--- src/rtl/disp_tiempo_7seg_pkg.sv ---
// Shared types and constants for the 4-digit 7-segment time display.
//   conv_state_t : converter FSM states
//   NUM_DIG      : number of display digits
//   MAX_VAL      : largest value the display can show (inputs above it clamp)
//   SEG_OFF      : all segments dark (active-low)
//   seg_decode() : BCD digit -> {g,f,e,d,c,b,a}, active-low
package disp_pkg;

  typedef enum logic [1:0] {IDLE, LOAD, SHIFT, COMMIT} conv_state_t;

  localparam int NUM_DIG = 4;
  localparam int MAX_VAL = 9999;
  localparam logic [6:0] SEG_OFF = 7'b1111111;

  function automatic logic [6:0] seg_decode(input logic [3:0] d);
    logic [6:0] s;
    case (d)
      4'd0:    s = 7'b1000000;
      4'd1:    s = 7'b1111001;
      4'd2:    s = 7'b0100100;
      4'd3:    s = 7'b0110000;
      4'd4:    s = 7'b0011001;
      4'd5:    s = 7'b0010010;
      4'd6:    s = 7'b0000010;
      4'd7:    s = 7'b1111000;
      4'd8:    s = 7'b0000000;
      4'd9:    s = 7'b0010000;
      default: s = SEG_OFF;
    endcase
    return s;
  endfunction

endpackage

--- src/rtl/disp_tiempo_7seg_if.sv ---
// Display-side bundle between the timer stage and the 7-segment driver.
//   valor : binary millisecond count (master -> slave)
//   seg   : segments {g,f,e,d,c,b,a}, active-low
//   dp    : decimal point, active-low
//   an    : digit anodes, active-low one-hot, an[0] = units
//   busy  : conversion in progress
interface disp_tiempo_7seg_if #(parameter int BIN_W = 15);
  logic [BIN_W-1:0] valor;
  logic [6:0]       seg;
  logic             dp;
  logic [3:0]       an;
  logic             busy;

  modport master (output valor, input seg, dp, an, busy);
  modport slave  (input valor, output seg, dp, an, busy);
endinterface

--- src/rtl/disp_tiempo_7seg_bin2bcd.sv ---
// Sequential binary-to-BCD converter (shift-add-3), one bit per cycle.
//   clk, reset : clock, synchronous active-high reset
//   bin_in     : binary value, re-converted whenever it differs from the last one loaded
//   bcd_out    : four BCD digits {thousands, hundreds, tens, units}
//   busy       : high while LOAD/SHIFT/COMMIT
//
// state  | meaning
// IDLE   | waiting for bin_in to differ from last_conv
// LOAD   | capture and clamp input, clear scratch
// SHIFT  | BIN_W adjust-and-shift iterations
// COMMIT | publish scratch to bcd_out
module bin2bcd_seq
  import disp_pkg::*;
#(
  parameter int BIN_W = 15
) (
  input  logic             clk,
  input  logic             reset,
  input  logic [BIN_W-1:0] bin_in,
  output logic [15:0]      bcd_out,
  output logic             busy
);

  localparam int CNT_W = $clog2(BIN_W + 1);
  localparam logic [CNT_W-1:0] ITER_LAST = CNT_W'(BIN_W - 1);

  conv_state_t      state, next_state;
  logic [BIN_W-1:0] bin_sr, last_conv;
  logic [15:0]      scratch, scratch_adj;
  logic [CNT_W-1:0] iter;
  logic             load_en, shift_en, commit_en;

  always_ff @(posedge clk) begin
    if (reset) state <= IDLE;
    else       state <= next_state;
  end

  always_comb begin
    next_state = state;
    case (state)
      IDLE:    if (bin_in != last_conv) next_state = LOAD;
      LOAD:    next_state = SHIFT;
      SHIFT:   if (iter == ITER_LAST) next_state = COMMIT;
      COMMIT:  next_state = IDLE;
      default: next_state = IDLE;
    endcase
  end

  always_comb begin
    load_en   = (state == LOAD);
    shift_en  = (state == SHIFT);
    commit_en = (state == COMMIT);
  end

  // Registered from next_state so busy is a flop yet lines up with the state.
  always_ff @(posedge clk) begin
    if (reset) busy <= 1'b0;
    else       busy <= (next_state != IDLE);
  end

  always_comb begin
    scratch_adj = scratch;
    for (int i = 0; i < 4; i++) begin
      if (scratch[4*i +: 4] >= 4'd5) scratch_adj[4*i +: 4] = scratch[4*i +: 4] + 4'd3;
    end
  end

  always_ff @(posedge clk) begin
    if (reset) begin
      bin_sr    <= '0;
      last_conv <= '0;
      scratch   <= '0;
      iter      <= '0;
      bcd_out   <= '0;
    end else begin
      if (load_en) begin
        // last_conv keeps the raw value so an out-of-range input does not retrigger forever.
        last_conv <= bin_in;
        bin_sr    <= (bin_in > BIN_W'(MAX_VAL)) ? BIN_W'(MAX_VAL) : bin_in;
        scratch   <= '0;
        iter      <= '0;
      end
      if (shift_en) begin
        {scratch, bin_sr} <= {scratch_adj, bin_sr} << 1;
        iter              <= iter + CNT_W'(1);
      end
      if (commit_en) bcd_out <= scratch;
    end
  end

endmodule

--- src/rtl/disp_tiempo_7seg.sv ---
// 4-digit multiplexed 7-segment display for the pulse-duration timer.
//   clk, reset : 50 MHz clock, synchronous active-high reset
//   bus        : slave side of disp_tiempo_7seg_if (valor in; seg/dp/an/busy out)
// Parameters: BIN_W input width, SCAN_DIV clk cycles per digit slot,
// BLANK_LZ = 1 blanks leading zeros (units digit always shown).
module disp_tiempo_7seg
  import disp_pkg::*;
#(
  parameter int BIN_W    = 15,
  parameter int SCAN_DIV = 50_000,
  parameter int BLANK_LZ = 0
) (
  input logic              clk,
  input logic              reset,
  disp_tiempo_7seg_if.slave bus
);

  localparam int PRE_W = $clog2(SCAN_DIV);
  localparam logic [PRE_W-1:0] PRE_LAST = PRE_W'(SCAN_DIV - 1);

  logic [PRE_W-1:0] pre;
  logic [1:0]       idx;
  logic [15:0]      digits;
  logic [3:0]       cur_digit;
  logic             blank;
  logic [6:0]       seg_nxt;

  bin2bcd_seq #(.BIN_W(BIN_W)) u_conv (
    .clk     (clk),
    .reset   (reset),
    .bin_in  (bus.valor),
    .bcd_out (digits),
    .busy    (bus.busy)
  );

  always_ff @(posedge clk) begin
    if (reset) begin
      pre <= '0;
      idx <= '0;
    end else if (pre == PRE_LAST) begin
      pre <= '0;
      idx <= idx + 2'd1;
    end else begin
      pre <= pre + PRE_W'(1);
    end
  end

  // A digit is a leading zero when it and every digit above it are zero.
  always_comb begin
    cur_digit = digits[{idx, 2'b00} +: 4];
    blank     = 1'b0;
    if (BLANK_LZ != 0) begin
      case (idx)
        2'd1:    blank = (digits[15:4] == 12'd0);
        2'd2:    blank = (digits[15:8] == 8'd0);
        2'd3:    blank = (digits[15:12] == 4'd0);
        default: blank = 1'b0;
      endcase
    end
    seg_nxt = blank ? SEG_OFF : seg_decode(cur_digit);
  end

  always_ff @(posedge clk) begin
    if (reset) begin
      bus.seg <= SEG_OFF;
      bus.an  <= 4'b1111;
    end else begin
      bus.seg <= seg_nxt;
      bus.an  <= ~(4'b0001 << idx);
    end
  end

  assign bus.dp = 1'b1;

endmodule

--- src/flat_wrapper.sv ---
// flat-port wrapper written by rule: the top's interface ports become plain ports
module disp_tiempo_7seg_flat import disp_pkg::*;
#(
  parameter int BIN_W    = 15,
  parameter int SCAN_DIV = 50_000,
  parameter int BLANK_LZ = 0
)
  (clk, reset, bus_valor, bus_seg, bus_dp, bus_an, bus_busy);
  disp_tiempo_7seg_if #(.BIN_W(BIN_W)) bus_i ();
  input logic clk;
  input logic reset;
  input wire logic [$bits(bus_i.valor)-1:0] bus_valor;
  output wire logic [$bits(bus_i.seg)-1:0] bus_seg;
  output wire logic [$bits(bus_i.dp)-1:0] bus_dp;
  output wire logic [$bits(bus_i.an)-1:0] bus_an;
  output wire logic [$bits(bus_i.busy)-1:0] bus_busy;
  assign bus_i.valor = bus_valor;
  assign bus_seg = bus_i.seg;
  assign bus_dp = bus_i.dp;
  assign bus_an = bus_i.an;
  assign bus_busy = bus_i.busy;
  disp_tiempo_7seg #(.BIN_W(BIN_W), .SCAN_DIV(SCAN_DIV), .BLANK_LZ(BLANK_LZ)) u_core (.clk(clk), .reset(reset), .bus(bus_i));
endmodule
--- config.mk ---
export PLATFORM = sky130hd
export DESIGN_NAME = disp_tiempo_7seg_flat
export DESIGN_NICKNAME = d
export VERILOG_FILES = /design/src/rtl/disp_tiempo_7seg_pkg.sv /design/src/rtl/disp_tiempo_7seg_if.sv /design/src/rtl/disp_tiempo_7seg_bin2bcd.sv /design/src/rtl/disp_tiempo_7seg.sv /design/src/flat_wrapper.sv
export SDC_FILE = /design/constraint.sdc
export NUM_CORES = 1
export LEC_CHECK = 0
export CAP_MARGIN = 20
export CORE_ASPECT_RATIO = 1.25
export CORE_UTILIZATION = 46
export CTS_CLUSTER_DIAMETER = 100
export DETAILED_ROUTE_END_ITERATION = 8
export HOLD_SLACK_MARGIN = 0.03
export PLACE_DENSITY_LB_ADDON = 0.2
export SLEW_MARGIN = 15
export SYNTH_ARGS = -nofsm -noshare
export SYNTH_HDL_FRONTEND = slang
export SYNTH_SLANG_ARGS = --single-unit
--- constraint.sdc ---
create_clock -name clk -period 2.3 [get_ports clk]
set_input_delay 0.46 -clock clk [delete_from_list [all_inputs] [get_ports clk]]
set_output_delay 0.46 -clock clk [all_outputs]
set_load 0.05 [all_outputs]
* Word-level counts from Yosys, hierarchy flattened
Memory sizes are Yosys's and may differ from the RTL's. A register that Yosys moved wholly into a read port is not among the register bits.
Cells that the tools add are included.
** Word-level totals
- Memories kept :: 1
- Bits in writable memories :: 0
- Register bits after elaboration :: 91
- Bits in latches :: 0
- Memory bits (read-only) :: 112
- Output and inout port bits :: 13
** Cells by class
- Mux-type cells :: 14
- Order comparisons :: 5
- Equal/unequal tests :: 6
- Shift-type cells :: 2
- $add $sub $neg :: 7
- Reductions and logical operators :: 5
- Bitwise logic cells :: 1
- Divide/modulo/power cells :: 0
- Multiply operators :: 0
** Memories
- (no name shown) :: depth 16, width 7, rd ports 1, clocked after memory_dff 1, wr ports 0, RTL line disp_tiempo_7seg_pkg.sv:17 : case (d)
** Operators with widths (count)
- 15-bit two-way mux :: 3
- 16-bit two-way mux :: 2
- 4-bit two-way mux :: 5
- 16-bit by 1-bit adder with 16-bit output, second input constant :: 1
- 16-bit == test, second input constant :: 1
- 4-bit by 3-bit greater-or-equal comparator with 1-bit output, second input constant :: 4
- 16-bit by 5-bit variable part select with 4-bit output :: 1
- 15-bit by 14-bit > comparator with 1-bit output, second input constant :: 1
- 15-bit != test :: 1
- 4-bit by 2-bit adder with 4-bit output, second input constant :: 3
- 2-bit case mux with 4 select lines :: 1
- 4-bit by 1-bit adder with 4-bit output, second input constant :: 1
- 2-bit == test, second input constant :: 2
- 4-bit == test, second input constant :: 1
- 2-bit two-way mux :: 2
- 4-bit NOT :: 1
- 2-bit nonzero test :: 2
- 2-bit OR reduction :: 2
- 1-bit by 2-bit left shift with 4-bit output, first input constant :: 1
- 3-bit by 2-bit adder with 3-bit output, second input constant :: 1
- 3-bit two-way mux :: 1
- 2-bit by 1-bit adder with 2-bit output, second input constant :: 1
- 2-bit by 1-bit == test with 1-bit output, second input constant :: 1
- 2-bit logical NOT :: 1

* Longest topological paths before layout
Gate-level depths: netlist (run 1).
- Depth in word-level cells :: 4
- Gate-level depth with buffers :: 8

* Cells and area by module
Synthesis (run 1) repeated with hierarchy kept, for this count alone.
** Unflattened totals
- Cells, all modules :: 496
- Area, all modules :: 4619.4 µm²
** Modules (own cells, without submodules)
- bin2bcd_seq :: sequential area each 1381.3 µm², cells an instance 350, area an instance 3185.6 µm², instances 1
- disp_tiempo_7seg :: sequential area each 580.6 µm², cells an instance 146, area an instance 1433.9 µm², instances 1

* Least setup slack after synthesis (run 1)
Ideal clock, no wire load.
- Path type :: reg2reg
- From :: reg u_core.u_conv.state[0]
- To :: reg u_core.u_conv.bin_sr[11]
- Setup slack :: 525 ps
- Path buffers :: 3
- Stages on the path, launching flop included :: 9
- Data required time :: 2229 ps
- Arrival :: 1704 ps
- Cells stage by stage :: dfxtp_1 inv_1 ha_1 clkbuf_1 inv_1 clkbuf_1 buf_1 a21oi_1 o2bb2ai_1
** Between the ends
- Cells in the longest elaborated chain, start to end :: 2
- Elaborated cells between the ends (all ways) :: 4
** Ends and longest elaborated chain
- from (decl) :: RTL line disp_tiempo_7seg_bin2bcd.sv:27 : conv_state_t state, next_state;
- from (signal assigned) :: RTL line disp_tiempo_7seg_bin2bcd.sv:35 : else state <= next_state;
- 2-bit == test or 2-bit by 1-bit == test with 1-bit output (tied branches) :: RTL line disp_tiempo_7seg_bin2bcd.sv:51, disp_tiempo_7seg_bin2bcd.sv:50
- 15-bit two-way mux or 2-bit nonzero test (tied branches)
- to (signal assigned) :: RTL line disp_tiempo_7seg_bin2bcd.sv:79 : bin_sr <= (bin_in > BIN_W'(MAX_VAL)) ? BIN_W'(MAX_VAL) : bin_in;
- to (signal assigned) :: RTL line disp_tiempo_7seg_bin2bcd.sv:84 : {scratch, bin_sr} <= {scratch_adj, bin_sr} << 1;
- to (decl) :: RTL line disp_tiempo_7seg_bin2bcd.sv:28 : logic [BIN_W-1:0] bin_sr, last_conv;
Several ways; a longest one is shown, not always the timed one.
A chain may end at the register's enable or synchronous reset.

* Worst setup path after layout (run 1)
- From :: reg u_core.u_conv.state[0]
- To :: reg u_core.u_conv.scratch[11]
** Between the ends
- Cells in the longest elaborated chain, start to end :: 2
- Elaborated cells between the ends (all ways) :: 4
** Ends and longest elaborated chain
- 2-bit == test or 2-bit by 1-bit == test with 1-bit output (tied branches) :: RTL line disp_tiempo_7seg_bin2bcd.sv:51, disp_tiempo_7seg_bin2bcd.sv:50
- 16-bit two-way mux or 2-bit nonzero test (tied branches)
- to (signal assigned) :: RTL line disp_tiempo_7seg_bin2bcd.sv:84
- to (decl) :: RTL line disp_tiempo_7seg_bin2bcd.sv:29 : logic [15:0] scratch, scratch_adj;
Several ways; a longest one is shown, not always the timed one.

==> results.txt, run 1 <==
The worst-margin pin slew is 0.726 ns. In this run the clock root is driven by a clkbuf_16. For this run, the top clock speed supported by timing is 482 MHz. Class of the most critical setup path: register to register. The detailed-route wire length was 8770 um. Summing all multi-input logic gate instances after layout gives 0.00241 mm^2. In the final routed layout, each cell accounts on average for 13.3 um. Hold-fix buffer count after cts: 0. The clock tree buffer depth was 2; the depth of the worst register-to-register path was 6. Measured against its own limit, the worst slew margin works out to 51.4%. Setup violations remaining at the end of the flow were counted as 0. In this run the tool buffered the top-level ports with 28 buffer cells.

Sequential cells were found to cover 42.9% of the synthesized design area. Along the worst hold path, the cell count comes to 2. The post-layout utilization of the core was 55.4%; the number of flip-flops and latches in the synthesized netlist was 98. Setup repair after global routing left no endpoint under its margin. The first detailed-routing pass ran for 5 iterations. The full die area is 0.0103 mm^2. Relative to the synthesized area, the layout overhead comes to 17.0%. Number of global-route vias before repair: 3330. The final worst clock skew is 0.0101 ns, and the site row count is 40.

Primary flip-flop cell chosen by synthesis mapping: dfxtp_1. The synthesized design spends more area on one cell type than any other, namely dfxtp_1. Global routing used 18.3% of the available tracks across all layers. The post-route netlist has 7.87% of its cells at a drive strength greater than 1. The count of synthesis-stage warnings from yosys is 0. The run gives 0 as the final hold violation count. For the later-pin clock latency in the skew report, the log shows 0.34 ns. Yosys mapped the design onto 42 distinct sky130hd cell types.

Sum of negative setup slack: 0 ns. The highest net fanout along the worst path was 11; the die height was 113 um. The net count after synthesis was 540; the number of violations of the max-capacitance limit was 0.

The power density of the placed cells was 792 mW/mm^2. The number of setup buffers added after CTS is 0. TritonCTS created 9 clock buffers. STA puts the critical path data arrival time at 2.35 ns. The worst setup slack for register-to-register paths came out at 0.23 ns. The width of the die came out at 91.2 um. Once detail routing completed, the nets flagged for antenna violations numbered 0.

0 antenna diodes ended up in the layout. The H-tree generated during clock tree synthesis spans 3 levels. The core outline area was 0.00966 mm^2; the final routed DRC violation total was 0. TritonCTS built the clock tree.

The leakage power is 0.00199 uW, and the final critical-path share of the clock period is 90.1%. The total number of vias was 3494; the clock transition at the registers of the reported paths was 0.07 ns. In the final layout, flip-flops and latches occupy 0.00196 mm^2. Number of gates resized after cts: 0. The half-perimeter wire length of the detailed placement result was 6170 um; the wire length of the first global-routing pass was 15100 um. Total global routing overflow: 0.

The count of clock tree sinks is 98, and the mean area per synthesized cell is 9.16 um^2. Once the floorplan was initialized, standard cells occupied 47.3% of the core. The I/O pin total is 30, and the via density per instance is 5.29. The tools report the number of antenna violations at the first check in global routing as 0. The fraction of post-synthesis cell area in the top cell type by area is 42.9%. Ranked by total cell area, the synthesized netlist is headed by dfxtp_1 43%, mux2i_1 8.3%, nor2_1 7.1%. The type of destination of the critical path is a register. The clock period minus final worst setup slack is 2.07 ns, and the count of flip-flops with a built-in enable after synthesis is 0. The detailed router's first-iteration violation count is 152. Summing every instance area after synthesis gives 0.00457 mm^2. The instance count of the mapped netlist was 499. The run finished with clean final reports.

At the end of routability-driven placement, the weighted congestion stood at 0.854. The run gives 401 uV as the peak supply drop. In the synthesized netlist the async set-or-reset flop fraction comes to 0%. At the end of the flow, the number of nets in the layout was 570. The path class of the tightest hold or removal check is register to register. The logs give 0 for the final number of max-transition violations and 858 for the filler cell count.

The pin count of the biggest net entering global routing was 79. The kind of launch point of the worst setup path is a register. At the worst endpoint, the required time is 2.57 ns.
[worst paths after layout]
kind,start,end
worst max-delay path,u_core.u_conv.state[0],u_core.u_conv.scratch[11]
worst min-delay path,u_core.u_conv.bin_sr[14],u_core.u_conv.bin_sr[14]
worst max register to register,u_core.u_conv.state[0],u_core.u_conv.scratch[11]
worst min register to register,u_core.u_conv.bin_sr[14],u_core.u_conv.bin_sr[14]
[kinds of logic (layout without fill, tap and decap cells)]
logic type               after synthesis  after routing  share of synthesized area (%)
AND/OR/NAND/NOR                      172            172                           17.5
flip-flops                            98             98                           42.9
buffers and inverters                 46             81                           4.30
adder cells (fa/ha/maj)               24             24                           6.57
multiplexers                          45             45                           10.8
AO/OA/AOI/OAI                         75             75                           10.6
other                                  1              1                         0.0820
XOR/XNOR                              38             38                           7.28
[metrics by stage]
stage / cell area [um^2] / instances / hold WS, ns / total power, uW / worst slack, ns
floorplan: 4570 / 499 / 0.429 / 2420 / 0.525
global placement: 5020 / 644 / 0.443 / 2630 / 0.0687
detailed placement: 5020 / 644 / 0.457 / 2650 / 0.0443
CTS: 5350 / 660 / 0.467 / 4280 / 0.222
global route: 5350 / 660 / 0.480 / 4450 / 0.000432
finish: 5350 / 660 / 0.472 / 4240 / 0.227
[cell usage in the layout (no fill, tap or decap), types with 12 or more instances in the layout]
cell | synthesis | routed
nor2_1 | 86 | 86
inv_1 | 21 | 21
clkdlybuf4s50_1 | 0 | 27
xnor2_1 | 29 | 29
ha_1 | 24 | 24
buf_4 | 1 | 15
mux2i_1 | 38 | 38
dfxtp_1 | 98 | 98
a21oi_1 | 29 | 29
nand2_1 | 23 | 23
o21ai_0 | 12 | 12
nand3_1 | 16 | 16
[synth_stat cells (8+ instances only)]
cell	n
dfxtp_1	98
clkbuf_1	12
xnor2_1	29
ha_1	24
nor2_1	86
xor2_1	9
a21oi_1	29
inv_1	21
nand4_1	10
nand3_1	16
nand2_1	23
mux2i_1	38
o21ai_0	12
nor3_1	8
nand2b_1	10
[critical path: stages (launching register included)]
cell and delay [ns]:
dfxtp_1 0.34, inv_1 0.11, ha_1 0.39, inv_1 0.24, nor2_1 0.61, a32oi_1 0.21, nor2_1 0.11
[flip-flops by register name (all words and copies together) (netlist names)]
name                     flops
u_core.pre                  16
u_core.u_conv.bcd_out       16
u_core.u_conv.last_conv     15
u_core.bus.seg               7
u_core.u_conv.state          2
u_core.u_conv.bin_sr        15
u_core.idx                   2
u_core.u_conv.iter           4
u_core.u_conv.busy           1
u_core.u_conv.scratch       16
u_core.bus.an                4
[routing by layer]
metal	part of all wire [%]	vias to the layer above	global-route usage [%]
met3	2.6	18	2.40
met1	44	1640	21.0
met5	0	-	0
met2	51	67	32.6
met4	3.1	0	10.8
li1	-	1769	-
[report_power, final]
part | internal, uW | switching [uW]
Combinational | 291 | 462
Sequential | 1800 | 60.0
Clock | 984 | 646
[layout make-up]
cell class,count,share of cell area (%)
clock inverter,6,1.68
inverter,21,1.47
tap,126,2.95
sequential,98,36.7
clock buffer,10,4.47
multi-input combinational,355,45.1
timing repair buffer,44,7.62
Note: power is estimated with default switching activity, not from simulation.
==> run 2, diff against run 1 <==
- REMOVE_ABC_BUFFERS: default -> 1
==> run 2 against run 1 <==
Via count fell by 1.5%. Count of clock-buffer cells in the layout up 3. Sequential power barely moved. Global-route usage rose by 0.87 points. Power decreased by 3.7%. Final cell count is 0.15% higher. Non-clock buffer count increased by 2. Clock power shrank 9.8%. Die area stayed put. First-iteration DRC count down 9.9%. Wire length grew 3.4%. Maximum frequency up 2.6%. Critical endpoint is now u_core.u_conv.scratch[9]. Largest cell class unchanged. Largest power group unchanged.
==> results.txt, run 2 (synthesis results as in run 1) <==
Most common cell after layout, fill and taps aside: dfxtp_1. The final net count was 572 (+0.35%); the number of gates resized after cts was 0 (unchanged). The die height came out at 113 um (unchanged). The tools report the data arrival at the endpoint of the critical path as 2.29 ns (-0.06 ns). The final weighted congestion in routability-driven placement is 0.770 (-9.8%), and the wire length of the first global-routing pass is 15800 um (+4.9%). Clock period minus final worst setup slack: 2.02 ns (-0.0532 ns). The tools report the kind of launch point of the worst setup path as a register. The leakage power was 0.00198 uW (-0.66%).

The final routed DRC violation total is 0 (unchanged), and the total number of vias is 3441 (-1.5%). The remaining antenna violation count after routing is 0 (unchanged). The flow ran to the end, and the final reports show no timing, DRC or antenna violations. The class of the most critical setup path is register to register. The largest registers in the layout are u_core.pre x16, u_core.u_conv.bcd_out x16, u_core.u_conv.scratch x16.

The detailed router's first-iteration violation count is 137 (-9.9%). The number of global-route vias before repair was 3432 (+3.1%); the number of antenna violations at the first check in global routing was 0 (unchanged). The final critical-path share of the clock period came out at 87.8% (-2.3 points). The top cell types in the final layout, fill and taps aside, are 98 x dfxtp_1, 86 x nor2_1, 38 x mux2i_1, 29 x a21oi_1, 29 x xnor2_1.

The pin count of the biggest net entering global routing was 79 (unchanged); the count of clock tree sinks was 98 (unchanged). The first-pass iteration count of the detailed router is 4 (-1), and the normalized max-slew margin is 51.6% (+0.22 points). TritonCTS built the clock tree. The worst-margin pin slew is 0.723 ns (-0.00331 ns). The via density per instance works out to 5.21 (-1.7%). The tools report the detailed-route wire length as 9070 um (+3.4%).

In this run the worst setup path begins at u_core.u_conv.state[0]. The logs give 495 MHz (+2.6%) for the achievable clock frequency and 0.28 ns (+0.05 ns) for the worst setup slack for register-to-register paths. Depth of the worst register-to-register path: 6 (unchanged). The worst setup path is captured at a register. The fraction of layout instances using a drive strength above 1 works out to 7.48% (-0.39 points). The full die area was 0.0103 mm^2 (unchanged).

The core outline area is 0.00966 mm^2 (unchanged), and the number of buffers created by CTS is 9 (unchanged). The highest net fanout along the worst path was 10 (-1). The site row count came out at 40 (unchanged). The number of port buffers was 28 (unchanged); the area taken by multi-input logic gates was 0.00241 mm^2 (unchanged).

The width of the die was 91.2 um (unchanged); the required arrival time at the worst endpoint was 2.57 ns (about the same). The starting density of the core was 47.3% (unchanged). The path class of the tightest hold or removal check is register to register. The peak supply drop was 354 uV (-12%); the total track usage was 19.2% (+0.87 points). The clock tree buffer depth is 2 (unchanged). In this run the critical register-to-register path is captured at u_core.u_conv.scratch[9].

For the number of violations of the max-capacitance limit, the log shows 0 (unchanged). The tools report the sum of negative setup slack as 0 ns (unchanged). The detailed-route wire length per cell was 13.7 um (+3.3%).

The total global routing overflow was 0 (unchanged). The hold-fix buffer count after cts is 0 (unchanged). The final worst clock skew is 0.00351 ns (-0.00654 ns). Relative to the synthesized area, the layout overhead comes to 16.4%. Endpoint of the most critical setup path: u_core.u_conv.scratch[9]. The total area of sequential cells was 0.00196 mm^2 (unchanged); the half-perimeter wire length of the detailed placement result was 6380 um (+3.5%). The final number of max-transition violations is 0 (unchanged), and the power density of the placed cells is 767 mW/mm^2 (-3.2%). Filler cell count: 880 (+2.6%).

Number of buffers inserted to repair setup after CTS: 0 (unchanged). Clock root buffer: clkbuf_16. The clock transition at the registers of the reported paths was 0.06 ns (about the same); the I/O pin total was 30 (unchanged). The number of failing setup endpoints in the final timing report was 0 (unchanged); the count of antenna diodes in the layout was 0 (unchanged). The worst register-to-register path begins at u_core.u_conv.state[0].

The later-pin clock latency in the skew report came out at 0.34 ns (about the same). The final hold violation count came out at 0 (unchanged). For the total number of H-tree levels, the log shows 3 (unchanged). Setup repair after global routing left no endpoint under its margin. For the worst hold slack, the log shows 0.471 ns (-0.000356 ns).
==> run 2: changes by cell type in the layout (fill, tap and decap cells not counted) <==
cell | before | now
clkbuf_1 | 0 | 3
clkinv_2 | 1 | 0
clkinv_4 | 2 | 0
buf_4 | 15 | 17
bufinv_16 | 2 | 1
==> run 2: worst min path at each step <==
stage | start | endpoint | slack, ns | cells past startpoint
3_3_place_gp | u_core.pre[0] | u_core.pre[0] | 0.44 | 1
4_1_cts | u_core.u_conv.bin_sr[14] | u_core.u_conv.bin_sr[14] | 0.47 | 2
3_5_place_dp | u_core.u_conv.bin_sr[14] | u_core.u_conv.bin_sr[14] | 0.46 | 2
5_1_grt | u_core.u_conv.bin_sr[14] | u_core.u_conv.bin_sr[14] | 0.48 | 2
6_report | u_core.u_conv.bin_sr[14] | u_core.u_conv.bin_sr[14] | 0.47 | 2
2_1_floorplan | u_core.pre[0] | u_core.pre[0] | 0.43 | 1
==> run 2: cell type report <==
type | count | area share [%]
multi-input cells | 355 | 45.4
flip-flops and latches | 98 | 36.9
inverters | 21 | 1.48
well taps | 126 | 2.96
clock buffers | 13 | 4.70
repair buffers | 46 | 7.94
clock inverters | 2 | 0.705
==> run 2: worst max-delay path: stages, from the launching register on <==
cell and delay [ns]:
dfxtp_1 0.38, inv_1 0.09, ha_1 0.49, inv_1 0.09, nor2_1 0.58, a22oi_1 0.19, nor2_1 0.13
==> run 2: through the flow <==
| stage | setup WS [ns] | area [um^2] | std cells | utilization, % | total power, uW |
|---|---|---|---|---|---|
| after detailed placement | 0.00808 | 5040 | 646 | 52.1 | 2660 |
| after CTS | 0.288 | 5320 | 661 | 55.1 | 4120 |
| final | 0.280 | 5320 | 661 | 55.1 | 4080 |
| after floorplan | 0.146 | 4460 | 474 | - | 2370 |
| after global placement | 0.0152 | 5040 | 646 | 52.1 | 2640 |
| after global routing | 0.137 | 5320 | 661 | 55.1 | 4290 |
==> run 2: metal layers <==
layer	wire [um]	track usage [%]
met5	0	0
met4	156	6.56
met3	224	4.47
met2	4680	35.5
met1	4010	21.5
==> run 2: power by group <==
group / internal, uW / total (uW) / leakage (uW) / switching, uW
Sequential: 1800 / 1860 / 0.000796 / 61.3
Combinational: 293 / 758 / 0.00104 / 465
Clock: 868 / 1470 / 0.000136 / 599
Total: 2960 / 4080 / 0.00198 / 1130
